[config.mk]
export PLATFORM = sky130hd
export DESIGN_NAME = clock_phase_gen
export DESIGN_NICKNAME = d
export VERILOG_FILES = /design/src/rtl/clock_phase_gen.sv
export SDC_FILE = /design/constraint.sdc
export NUM_CORES = 1
export LEC_CHECK = 0
export CAP_MARGIN = 20
export CELL_PAD_IN_SITES_DETAIL_PLACEMENT = 1
export CELL_PAD_IN_SITES_GLOBAL_PLACEMENT = 1
export CORE_MARGIN = 10
export CORE_UTILIZATION = 30
export DETAILED_ROUTE_END_ITERATION = 8
export HOLD_SLACK_MARGIN = 0.08
export PLACE_DENSITY_LB_ADDON = 0.1
export SLEW_MARGIN = 20
export SYNTH_ARGS = -nofsm -noshare
export SYNTH_HDL_FRONTEND = slang
export SYNTH_SLANG_ARGS = --single-unit
[constraint.sdc]
create_clock -name clock -period 4.6 [get_ports clock]
set_input_delay 0.92 -clock clock [delete_from_list [all_inputs] [get_ports clock]]
set_output_delay 0.92 -clock clock [all_outputs]
set_load 0.03 [all_outputs]
[src/rtl/clock_phase_gen.sv]
`default_nettype none
// ============================================================================
// Module      : clock_phase_gen
// Description : Multi-channel clock-enable / phase generator. Each channel
//               divides the system clock by a programmable ratio, producing a
//               one-cycle enable pulse at terminal count and a square wave
//               toggling on that pulse. Ratios change glitch-free at period
//               boundaries; channels can be frozen or realigned together.
// Revision    : 1.0 - initial release
// ============================================================================
module clock_phase_gen #(
  parameter int                      NUM_CH   = 3,
  parameter int                      CNT_W    = 8,
  parameter logic [NUM_CH*CNT_W-1:0] DIV_INIT = {8'd4, 8'd2, 8'd1}
) (
  input  logic                    clock,
  input  logic                    reset,
  input  logic [NUM_CH*CNT_W-1:0] div_sel,
  input  logic                    load,
  input  logic                    hold_req,
  input  logic                    sync_clr,
  output logic [NUM_CH-1:0]       clk_en,
  output logic [NUM_CH-1:0]       phase_out,
  output logic                    load_busy,
  output logic                    hold_ack
);

  typedef enum logic [0:0] {
    ST_RUN  = 1'b0,
    ST_HOLD = 1'b1
  } state_t;

  state_t            r_state;
  state_t            w_state_next;
  logic              w_freeze;
  logic              w_capture;
  logic [NUM_CH-1:0] w_pend_valid;

  // Shared RUN/HOLD state register; hold_ack is simply the registered state.
  always_ff @(posedge clock or negedge reset) begin
    if (!reset) begin
      r_state <= ST_RUN;
    end else begin
      r_state <= w_state_next;
    end
  end

  // Next-state decode; channels freeze on the same edge that enters HOLD so
  // the frozen window lines up exactly with hold_ack.
  always_comb begin
    w_state_next = r_state;
    case (r_state)
      ST_RUN:  if (hold_req)  w_state_next = ST_HOLD;
      ST_HOLD: if (!hold_req) w_state_next = ST_RUN;
      default: w_state_next = ST_RUN;
    endcase
    w_freeze = (w_state_next == ST_HOLD);
  end

  // A load is accepted when idle, or alongside sync_clr, which empties the
  // pending set first so the load becomes a fresh pending set.
  assign w_capture = load & (sync_clr | ~load_busy);
  assign load_busy = |w_pend_valid;
  assign hold_ack  = (r_state == ST_HOLD);

  for (genvar k = 0; k < NUM_CH; k++) begin : g_ch
    logic [CNT_W-1:0] r_cnt;
    logic [CNT_W-1:0] r_div;
    logic [CNT_W-1:0] r_pend;
    logic             r_pv;
    logic             r_en;
    logic             r_ph;
    logic [CNT_W-1:0] w_last;
    logic             w_tc;

    // A ratio of 0 behaves as 1, so its last count is 0 as well.
    assign w_last = (r_div == '0) ? '0 : (r_div - 1'b1);
    assign w_tc   = (r_cnt >= w_last);

    // Per-channel counter, ratio swap at terminal count, enable and phase.
    always_ff @(posedge clock or negedge reset) begin
      if (!reset) begin
        r_cnt  <= '0;
        r_div  <= DIV_INIT[k*CNT_W +: CNT_W];
        r_pend <= DIV_INIT[k*CNT_W +: CNT_W];
        r_pv   <= 1'b0;
        r_en   <= 1'b0;
        r_ph   <= 1'b0;
      end else begin
        if (sync_clr) begin
          r_cnt <= '0;
          r_en  <= 1'b0;
          r_ph  <= 1'b0;
          if (r_pv) r_div <= r_pend;
          r_pv  <= 1'b0;
        end else if (w_freeze) begin
          r_en  <= 1'b0;
        end else if (w_tc) begin
          r_cnt <= '0;
          r_en  <= 1'b1;
          r_ph  <= ~r_ph;
          if (r_pv) r_div <= r_pend;
          r_pv  <= 1'b0;
        end else begin
          r_cnt <= r_cnt + 1'b1;
          r_en  <= 1'b0;
        end
        if (w_capture) begin
          r_pend <= div_sel[k*CNT_W +: CNT_W];
          r_pv   <= 1'b1;
        end
      end
    end

    assign clk_en[k]       = r_en;
    assign phase_out[k]    = r_ph;
    assign w_pend_valid[k] = r_pv;
  end

endmodule
`default_nettype wire

# After elaboration in Yosys (flattened, before gate mapping)

Cells that the tools add are included.

Add/subtract/negate cells: 6
Magnitude comparators: 3
Equality and inequality tests: 2
Muxes and demuxes: 55
Bitwise gates (word level): 6
Reductions and logical operators: 16

Operators by type and width:

| kind                                                  | number |
|---|---|
| 2-to-1 mux 8 bit                                      | 24 |
| 2-to-1 mux 1 bit                                      | 31 |
| adder 8 x 1 -> 8 bit, second input constant           | 3 |
| >= comparator 8 bit                                   | 3 |
| zero test 8 bit                                       | 3 |
| subtractor 8 x 1 -> 8 bit, second input constant      | 3 |
| AND reduction 2 bit                                   | 6 |
| nonzero test 3 bit                                    | 3 |
| nonzero test 2 bit                                    | 3 |
| inverter 1 bit                                        | 4 |
| inequality test 3 x 2 -> 1 bit, second input constant | 1 |
| OR reduction 3 bit                                    | 1 |
| inequality test 2 bit, second input constant          | 1 |
| bitwise AND 1 bit                                     | 1 |
| OR 1 bit                                              | 1 |

Register bits: 82
Output and inout port bits: 8
Logic and storage cells: 107

# Longest topological paths before layout

Gate-level depths: netlist of the first run.

Word-level depth: 7
Depth in mapped cells: 13

# Worst setup path after synthesis of the first run

No wires, ideal clock.

Path type: flip-flop to flip-flop
Start: register g_ch[0].r_div[0]
End: register g_ch[0].r_div[2]
Setup time: 125 ps
Data arrival time: 2971 ps
Data required time: 4475 ps
Setup slack: 1504 ps
Cell stages (with the launch flop): 14
Period minus slack after synthesis: 3096 ps
Cell sequence: dfstp_2 > inv_1 > ha_1 > nor2b_1 > nand3b_1 > or3_1 > and2_1 > ha_1 > nand2b_4 > a2111oi_4 > o311ai_1 > and3_1 > buf_6 > mux2_4

Word-level cells in the longest chain between the ends: 5
Elaborated cells on any way between the ends: 6
Classes of those cells: add/sub: 1; order compare: 1; mux: 1; reduce/logical: 3

Ends and longest elaborated chain:

| what                                                                | RTL line | RTL |
|---|---|---|
| from (decl)                                                         | 68       | `logic [CNT_W-1:0] r_div;` |
| from (signal assigned)                                              | 84       | `r_div <= DIV_INIT[k*CNT_W +: CNT_W];` |
| from (signal assigned)                                              | 94       | `if (r_pv) r_div <= r_pend;` |
| from (signal assigned)                                              | 102      | `if (r_pv) r_div <= r_pend;` |
| subtractor 8 x 1 -> 8 bit / zero test 8 bit (equally long branches) | 77       | `assign w_last = (r_div == '0) ? '0 : (r_div - 1'b1);` |
| 2-to-1 mux 8 bit *                                                  | 77       |  |
| >= comparator 8 bit *                                               | 78       | `assign w_tc = (r_cnt >= w_last);` |
| nonzero test 2 bit (no line) *                                      | --       |  |
| AND reduction 2 bit (no line) *                                     | --       |  |

Mark *: on every way between the ends. The rest lies on a longest branch, timed or not.
A chain may end at the register's enable or synchronous reset.

# Final worst setup path of the first run

Ends and elaborated chain as after synthesis.

==> out/results.ini, run 1 <==
[timing]
finalCritPeriodShare = 0.773
clock.fmax_ghz = 0.281
timing.setup.tns_ns = 0
setup-violations-final = 0
fin_crit_ns = 3.55
rsz0062_at_grt = no
worst_slack_ns = 1.05
hold_viol = 0
slew_violations = 0
hold_ws_ns = 0.492
tightestPinTransition_ns = 0.763
final.setup_skew_ns = 0.00594
maxSlewHeadroom = 0.491

[setup_path]
path_class = reg2reg
arrival_ns = 3.77
worst-path-buf-inv = 2
path_common_cell = ha_1
cp.required_ns = 4.82
worstSetupStartpointType = register
path_max_fanout = 11
path_delay_family = simple AND/OR/NAND/NOR gates
slowest_delay_ns = 0.41
cp_slowest_cell = or3_1
crit_chain = inv_1, ha_1, nor2b_1, nand3b_1, or3_1, and2_1, ha_1, nand2b_4, a2111oi_4, o311ai_1, buf_4, and3_1, mux2_4
rr_worst_depth = 13
cp.depth = 13
cp-end-kind = register
rrSetupSlack_ns = 1.05

[die]
ios = 37
chipHeight_um = 143
dieArea_um2 = 20500
die_w_um = 143
placeableCoreArea_um2 = 14700
std_cell_rows = 44
initial_core_util = 0.309

[pwr]
powerDensity_nw_per_um2 = 505
irDropWorstVdd_uv = 181
p_int_mw = 1.82
share_clk_of_total_power = 0.264
p_sw_frac = 0.328
switching_power_mw = 0.888
p_total_mw = 2.71
comb_power_share = 0.342
static-leakage-power_nw = 2.32
pwr-share-seq = 0.393

[grt]
antenna_found_initial = 0
grt_overflow = 0
grt_max_degree = 83
grt_pass1_vias = 3329
grt_use_met2 = 0.170
met1_usage = 0.136
grt_usage = 0.106
grt_util_met3 = 0.0265
grt_pass1_wl_um = 17400
busiest_layer = met2

[clocking]
clk_pin_slew_ns = 0.06
cts_setup_buffers = 0
clkLatencyLatePin_ns = 0.34
h-tree-depth = 3
cts_tree = done
holdBufCountCts = 0
cts-root-buf = clkbuf_16
ctsResizeCount = 0
clock_path_buffers = 2
numCtsBuffers = 9
clkSinkCount = 82

[finish]
instances_no_fill = 640
final_area_um2 = 5360
antenna_cells = 0
drive_gt1_frac = 0.175
fillers = 1631
mostFrequentLayoutCell = dfrtp_1
area_growth_pct = 18.0
nets = 510
utilization = 0.365
layout_common_cells = dfrtp_1 (76), mux2_2 (40), nand2_1 (35), clkdlybuf4s50_1 (35), nor2_1 (31)

[route]
ant_nets = 0
avgRoutedWirePerCell_um = 16.4
route.detailed.drc = 0
drtIter0Drc = 97
firstDrtPassIters = 4
vias = 3192
wl_um = 10500
avgViaCountPerCell = 4.99

[placed_design]
gp_congestion = 0.766
hpwl_um = 7750
pre_cts_ws_ns = 1.04
dp.cells = 624
numPortBuffers = 36
place_area_um2 = 5060

[worst_hold_path]
min_path_type = reg2reg
hold_path_depth = 2

[logic_synthesis]
synth_edf_count = 0
postSynth.asyncResetShare = 1.00
syn_area_um2 = 4540
yosysSeqAreaShare = 0.453
synth_area_leaders = dfrtp_1 (42%), mux2_2 (9.9%), ha_1 (8.3%), dfstp_2 (3.5%), nand2_1 (2.9%)
syn_inst = 417
synth-seq-cells = 82
avgSynthCellArea_um2 = 10.9
yosysWarnings = 0
synth_nets = 476
synth_top_area_frac = 0.419
synth_cell_types = 52
yosys.area.top_type = dfrtp_1
synth-main-ff-cell = dfrtp_1

[outcome]
outcome = complete, no violations

[job]
cap_violations = 0

-- area by class of cell --
type	instances	area, µm²	area share
clock buffer	14	254	0.0474
inverter	13	48.8	0.00911
clock inverter	2	37.5	0.00700
multi-input combinational	305	2340	0.436
sequential	82	2060	0.384
timing repair buffer	40	392	0.0731
tap	184	230	0.0430
-- synthesized netlist by cell type (3+ instances only) --
| master | number |
|---|---|
| mux2i_1 | 3 |
| and2_1 | 3 |
| dfstp_2 | 6 |
| a21oi_1 | 18 |
| nand2_1 | 35 |
| nor3_1 | 7 |
| mux2_4 | 6 |
| a21o_1 | 4 |
| xor2_1 | 14 |
| xnor2_1 | 7 |
| dfrtp_1 | 76 |
| nor2_1 | 31 |
| nor2b_1 | 11 |
| mux2_2 | 40 |
| nor3b_1 | 5 |
| a211oi_1 | 5 |
| ha_1 | 30 |
| o21ai_0 | 12 |
| a211o_1 | 3 |
| clkbuf_1 | 6 |
| buf_2 | 4 |
| o211ai_1 | 7 |
| buf_4 | 6 |
| and3_1 | 6 |
| inv_1 | 12 |
| nand3_1 | 7 |
| nor4b_1 | 4 |
| nand4_1 | 7 |
| or3_1 | 6 |
| nand2b_1 | 6 |
-- layer usage --
metal,share of wire,vias up,wire length (µm)
met2,0.46,37,4860
li1,-,1558,-
met5,0,-,0
met4,0.018,0,191
met1,0.49,1583,5180
met3,0.028,14,294
-- power by group through the flow --
stage               clock [mW]  sequential [mW]  combinational, mW
floorplan                    0             1.02              0.731
global placement             0             1.08              0.906
detailed placement           0             1.08              0.943
CTS                      0.749             1.07              0.951
global route             0.779             1.10               1.06
finish                   0.716             1.07              0.927
-- worst register-to-register path, cell delays in order (launching register included) --
cell	delay, ns
dfstp_2	0.37
inv_1	0.08
ha_1	0.16
nor2b_1	0.24
nand3b_1	0.15
or3_1	0.41
and2_1	0.19
ha_1	0.26
nand2b_4	0.15
a2111oi_4	0.38
o311ai_1	0.16
buf_4	0.20
and3_1	0.33
mux2_4	0.35
-- cells by family (layout without fill, tap and decap cells) --
family,after synthesis,in the layout,synth area share
multiplexers,49,49,0.126
AND/OR/NAND/NOR,140,140,0.160
adder cells (fa/ha/maj),30,30,0.0826
XOR/XNOR,21,21,0.0405
AO/OA/AOI/OAI,65,65,0.105
flip-flops,82,82,0.453
buffers and inverters,30,69,0.0325
-- worst paths after layout --
kind / start / end
worst max-delay path: g_ch[0].r_div[0] / g_ch[0].r_div[2]
worst min-delay path: g_ch[0].r_pend[0] / g_ch[0].r_div[0]
worst max register to register: g_ch[0].r_div[0] / g_ch[0].r_div[2]
worst min register to register: g_ch[0].r_pend[0] / g_ch[0].r_div[0]
max in group asynchronous: reset / g_ch[2].r_div[7]
min in group asynchronous: reset / g_ch[0].r_div[4]
-- registers in the layout, summed over array words and instances, names as in the netlist --
register,flops
g_ch.r_cnt,24
g_ch.r_pv,3
hold_ack,1
g_ch.r_pend,24
g_ch.r_en,3
g_ch.r_div,24
g_ch.r_ph,3
Note: power is estimated with default switching activity, not from simulation.
==> inputs of run 2 (changes only) <==
==> constraint.sdc (replaced) <==
create_clock -name clock -period 3.6 [get_ports clock]
set_input_delay 0.72 -clock clock [delete_from_list [all_inputs] [get_ports clock]]
set_output_delay 0.72 -clock clock [all_outputs]
set_load 0.03 [all_outputs]
==> run 2 against run 1 <==
Against the previous run: clock power grew 23%; wire length increased by 1.3%; critical path depth unchanged; power increased by 27%; die area did not move; sequential power increased by 27%; setup slack lost 0.76 ns; flip-flop and latch count is the same; final cell count grew 0.78%; critical path type unchanged; critical endpoint is now g_ch[1].r_div[7]; largest power group unchanged; highest routed layer unchanged.
==> out/results.ini, run 2 (synthesis gave the netlist of run 1 again) <==
[grt]
busiest_layer = met2
grt_use_met2 = 0.180  ; +0.00980
met1_usage = 0.139  ; +0.00324
antenna_found_initial = 0  ; unchanged
grt_pass1_wl_um = 18100  ; +4.1%
grt_max_degree = 82  ; -1.2%
grt_util_met3 = 0.0235  ; -0.00299
grt_overflow = 0  ; unchanged
grt_usage = 0.111  ; +0.00501
grt_pass1_vias = 3480  ; +4.5%

[timing]
setup-violations-final = 0  ; unchanged
timing.setup.tns_ns = 0  ; unchanged
slew_violations = 0  ; unchanged
maxSlewHeadroom = 0.493  ; +0.00163
hold_viol = 0  ; unchanged
finalCritPeriodShare = 0.922  ; +0.149
tightestPinTransition_ns = 0.761  ; -0.00244 ns
worst_slack_ns = 0.282  ; -0.764 ns
rsz0062_at_grt = no
fin_crit_ns = 3.32  ; -0.236 ns
hold_ws_ns = 0.395  ; -0.0961 ns
final.setup_skew_ns = 0.0105  ; +0.00455 ns
clock.fmax_ghz = 0.301  ; +7.1%

[die]
ios = 37  ; unchanged
placeableCoreArea_um2 = 14700  ; unchanged
chipHeight_um = 143  ; unchanged
die_w_um = 143  ; unchanged
std_cell_rows = 44  ; unchanged
initial_core_util = 0.309  ; unchanged
dieArea_um2 = 20500  ; unchanged

[route]
drtIter0Drc = 134  ; +38%
avgRoutedWirePerCell_um = 16.5  ; +0.55%
avgViaCountPerCell = 5.06  ; +1.5%
route.detailed.drc = 0  ; unchanged
ant_nets = 0  ; unchanged
wl_um = 10700  ; +1.3%
firstDrtPassIters = 4  ; unchanged
vias = 3265  ; +2.3%

[setup_path]
path_max_fanout = 8  ; -3
arrival_ns = 3.54  ; -0.23 ns
timing.rr.end = g_ch[1].r_div[7]
rr_startpoint = g_ch[1].r_div[0]
rr_worst_depth = 13  ; unchanged
rrSetupSlack_ns = 0.28  ; -0.76 ns
path_class = reg2reg
cp-end-kind = register
worstSetupStartpointType = register
cp.required_ns = 3.83  ; -0.99 ns

[finish]
antenna_cells = 0  ; unchanged
nets = 516  ; +1.2%
instances_no_fill = 645  ; +0.78%
layout_common_cells = dfrtp_1 (76), mux2_2 (40), nand2_1 (35), clkdlybuf4s50_1 (35), nor2_1 (31)
final_area_um2 = 5400  ; +0.77%
reg_top3 = g_ch.r_cnt (24), g_ch.r_div (24), g_ch.r_pend (24)
mostFrequentLayoutCell = dfrtp_1
multi_input_area_um2 = 2340  ; about the same
area_growth_pct = 18.9
drive_gt1_frac = 0.191  ; +0.0155
fillers = 1632  ; +0.061%
ff_latch_area_um2 = 2060  ; unchanged

[pwr]
irDropWorstVdd_uv = 258  ; +43%
powerDensity_nw_per_um2 = 637  ; +26%
static-leakage-power_nw = 2.35  ; +1.3%

[clocking]
h-tree-depth = 3  ; unchanged
clkLatencyLatePin_ns = 0.35  ; about the same
clock_path_buffers = 2  ; unchanged
holdBufCountCts = 0  ; unchanged
cts_tree = done
cts-root-buf = clkbuf_16
clk_pin_slew_ns = 0.07  ; about the same
numCtsBuffers = 9  ; unchanged
clkSinkCount = 82  ; unchanged

[job]
cap_violations = 0  ; unchanged

[placed_design]
gp_congestion = 0.783  ; +2.2%
dp.cells = 629  ; +0.80%
place_area_um2 = 5100  ; +0.74%
pre_cts_ws_ns = 0.119  ; -0.916 ns
hpwl_um = 7820  ; +0.88%
numPortBuffers = 36  ; unchanged

[outcome]
outcome = complete, no violations

[worst_hold_path]
min_path_type = in2async

[run 2: cell count changes in the layout (fill, tap and decap cells not counted), sizes merged]
cell,before,now
clkinvlp,1,0
bufinv,1,0
clkbuf,14,13
buf,5,11
clkinv,1,3
[run 2: through the flow]
stage	util	total power, mW
global placement	0.347	2.53
global route	0.367	3.73
finish	0.367	3.44
detailed placement	0.347	2.59
CTS	0.366	3.49
floorplan	-	2.24
[run 2: worst max-delay path by stage]
stage,start,to,cells past startpoint
2_1_floorplan,g_ch[0].r_div[0],g_ch[0].r_div[2],13
3_3_place_gp,g_ch[0].r_div[0],g_ch[0].r_div[5],12
3_5_place_dp,g_ch[1].r_div[0],g_ch[1].r_div[7],12
4_1_cts,g_ch[1].r_div[0],g_ch[1].r_div[7],12
5_1_grt,g_ch[1].r_div[0],g_ch[1].r_div[2],13
6_report,g_ch[1].r_div[0],g_ch[1].r_div[7],13
[run 2: final cells by class]
class / count / area share
repair buffers: 46 / 0.0832
clock inverters: 2 / 0.00255
well taps: 184 / 0.0426
flip-flops and latches: 82 / 0.381
multi-input cells: 305 / 0.433
inverters: 13 / 0.00904
clock buffers: 13 / 0.0482
[run 2: critical path, cell delays in order (launching register included)]
cell and delay (ns):
dfrtp_1 0.39, inv_1 0.09, ha_1 0.16, nor2b_1 0.23, nand3b_1 0.15, or3_1 0.40
and2_1 0.20, ha_1 0.27, a31oi_1 0.08, nor2b_1 0.15, o21bai_1 0.20, a311oi_4 0.39
buf_12 0.17, mux2_2 0.33
[run 2: layer usage]
| metal | wire [µm] | vias to the layer above | share of wire |
|---|---|---|---|
| met5 | 0 | - | 0 |
| met4 | 231 | 0 | 0.022 |
| met3 | 325 | 14 | 0.030 |
| met2 | 5010 | 36 | 0.47 |
| met1 | 5100 | 1655 | 0.48 |
| li1 | - | 1560 | - |
[run 2: timing repair]
action,CTS,global route
endpoints found under the setup margin,0,15
setup buffers,0,1
resized for setup,0,2
[run 2: power by group]
part	internal, mW	switching, mW
clock	0.502	0.377
combinational	0.627	0.574
sequential	1.15	0.206
total	2.28	1.16
==> inputs of run 3 (changes only) <==
--- a/config.mk
+++ b/config.mk
@@ -11,6 +11,7 @@
 export CORE_MARGIN = 10
 export CORE_UTILIZATION = 30
 export DETAILED_ROUTE_END_ITERATION = 8
+export GPL_TIMING_DRIVEN = 0
 export HOLD_SLACK_MARGIN = 0.08
 export PLACE_DENSITY_LB_ADDON = 0.1
 export SLEW_MARGIN = 20
==> run 3 against run 2 <==
Against the previous run: register-to-register slack worse by 0.08 ns; wire length is 1.6% higher; setup slack worse by 0.082 ns; die area stayed put; critical endpoint is now g_ch[0].r_div[3]; critical path depth stayed put; largest cell class unchanged.
==> out/results.ini, run 3 (synthesis gave the netlist of run 1 again) <==
[outcome]
outcome = complete, no violations

[finish]
fillers = 1630  ; -0.12%
antenna_cells = 0  ; unchanged
nets = 524  ; +1.6%
reg_top3 = g_ch.r_cnt (24), g_ch.r_div (24), g_ch.r_pend (24)
layout_common_cells = dfrtp_1 (76), mux2_2 (40), nand2_1 (35)
drive_gt1_frac = 0.198  ; +0.00698
mostFrequentLayoutCell = dfrtp_1
multi_input_area_um2 = 2350  ; +0.32%
instances_no_fill = 654  ; +1.4%
final_area_um2 = 5470  ; +1.3%
area_growth_pct = 20.4
ff_latch_area_um2 = 2060  ; unchanged

[die]
chipHeight_um = 143  ; unchanged
ios = 37  ; unchanged
dieArea_um2 = 20500  ; unchanged
die_w_um = 143  ; unchanged
std_cell_rows = 44  ; unchanged
placeableCoreArea_um2 = 14700  ; unchanged
initial_core_util = 0.309  ; unchanged

[route]
avgRoutedWirePerCell_um = 16.6  ; +0.22%
drtIter0Drc = 110  ; -18%
wl_um = 10800  ; +1.6%
route.detailed.drc = 0  ; unchanged
vias = 3247  ; -0.55%
ant_nets = 0  ; unchanged
avgViaCountPerCell = 4.96  ; -1.9%
firstDrtPassIters = 4  ; unchanged

[timing]
slew_violations = 0  ; unchanged
fin_crit_ns = 3.40  ; +0.0816 ns
hold_viol = 0  ; unchanged
maxSlewHeadroom = 0.615  ; +0.123
setup-violations-final = 0  ; unchanged
finalCritPeriodShare = 0.944  ; +0.0227
clock.fmax_ghz = 0.294  ; -2.4%
tightestPinTransition_ns = 0.577  ; -0.184 ns
final.setup_skew_ns = 0.00632  ; -0.00416 ns

[pwr]
static-leakage-power_nw = 2.37  ; +1.2%
irDropWorstVdd_uv = 262  ; +1.5%
powerDensity_nw_per_um2 = 641  ; +0.62%

[setup_path]
slowest_delay_ns = 0.42  ; +0.02 ns
crit_start = g_ch[0].r_div[1]
worst-path-buf-inv = 2  ; unchanged
rr_startpoint = g_ch[0].r_div[1]
arrival_ns = 3.62  ; +0.08 ns
rr_worst_depth = 13  ; unchanged
path_common_cell = ha_1
path_class = reg2reg
cp.required_ns = 3.82  ; about the same
cp_slowest_cell = or3_1
cp.depth = 13  ; unchanged
cp-end-kind = register
timing.rr.end = g_ch[0].r_div[3]
path_max_fanout = 8  ; unchanged
rrSetupSlack_ns = 0.20  ; -0.08 ns
worstSetupStartpointType = register
path_delay_family = simple AND/OR/NAND/NOR gates
crit_chain = inv_1, ha_1, nor2b_2, nand3b_1, or3_1, and2_1, ha_1, nand2b_4, a2111oi_4, o311ai_1, and3_1, buf_6, mux2_4
timing.critical_path.to = g_ch[0].r_div[3]

[placed_design]
dp.cells = 637  ; +1.3%
gp_congestion = 0.761  ; -2.8%
place_area_um2 = 5150  ; +0.96%
hpwl_um = 8220  ; +5.2%
numPortBuffers = 35  ; -2.8%

[grt]
grt_overflow = 0  ; unchanged
grt_pass1_wl_um = 18200  ; +0.68%
grt_usage = 0.112  ; +0.000611
grt_max_degree = 57  ; -30%
antenna_found_initial = 0  ; unchanged
grt_pass1_vias = 3480  ; unchanged

[clocking]
clkLatencyLatePin_ns = 0.34  ; about the same
cts_tree = done
clk_pin_slew_ns = 0.06  ; about the same
clock_path_buffers = 2  ; unchanged
h-tree-depth = 3  ; unchanged
clkSinkCount = 82  ; unchanged
numCtsBuffers = 9  ; unchanged
cts-root-buf = clkbuf_16

[job]
cap_violations = 0  ; unchanged

[worst_hold_path]
min_path_type = in2async

run 3: how the worst min path moves through the flow:
stage,to,start
detailed placement,g_ch[0].r_div[0],g_ch[0].r_pend[0]
global placement,g_ch[2].r_div[6],g_ch[2].r_pend[6]
global route,g_ch[0].r_div[6],reset
floorplan,g_ch[0].r_cnt[0],reset
finish,g_ch[0].r_cnt[7],reset
CTS,g_ch[0].r_cnt[7],reset
run 3: per-layer routing:
layer  global-route usage  up-vias  wire length [µm]  share of wire
met4               0.0494        0               187          0.017
met1                0.145     1625              5300           0.49
met2                0.178       35              5030           0.46
met5                    0        -                 0              0
met3               0.0209       14               316          0.029
li1                     -     1573                 -              -
run 3: final cells by class:
type,count,area share
multi-input combinational,305,0.429
sequential,82,0.377
timing repair buffer,37,0.0723
clock buffer,13,0.0458
tap,184,0.0421
buffer,17,0.0181
inverter,13,0.00892
clock inverter,3,0.00732
run 3: worst reg2reg max path: cells and delay by family, from the launching register on:
| family | cells | cell delay, ns |
|---|---|---|
| compound gates | 2 | 0.59 |
| fa+ha+maj | 2 | 0.42 |
| buf+inv | 2 | 0.23 |
| flops | 1 | 0.38 |
| mux | 1 | 0.31 |
| simple gates | 6 | 1.36 |
run 3: per-stage QoR:
stage / setup WS (ns) / util / hold WS [ns] / total power [mW] / setup TNS [ns]
floorplan: 0.504 / - / 0.424 / 2.24 / 0
global route: -0.00191 / 0.372 / 0.331 / 3.81 / -0.00191
global placement: -1.35 / 0.348 / 0.482 / 2.53 / -104.02
CTS: 0.0278 / 0.370 / 0.314 / 3.56 / 0
detailed placement: 0.00124 / 0.350 / 0.488 / 2.60 / 0
finish: 0.201 / 0.372 / 0.303 / 3.50 / 0
run 3: report_power, final:
part | internal, mW | switching (mW) | total (mW)
clock network | 0.555 | 0.367 | 0.922
logic | 0.635 | 0.585 | 1.22
registers | 1.15 | 0.210 | 1.36
run 3: what timing repair did:
action	CTS	global route
pin swaps	1	2
buffers inserted	0	1
resized for setup	0	4
hold endpoints to repair	0	0
endpoints found under the setup margin	7	30
hold buffers	0	0
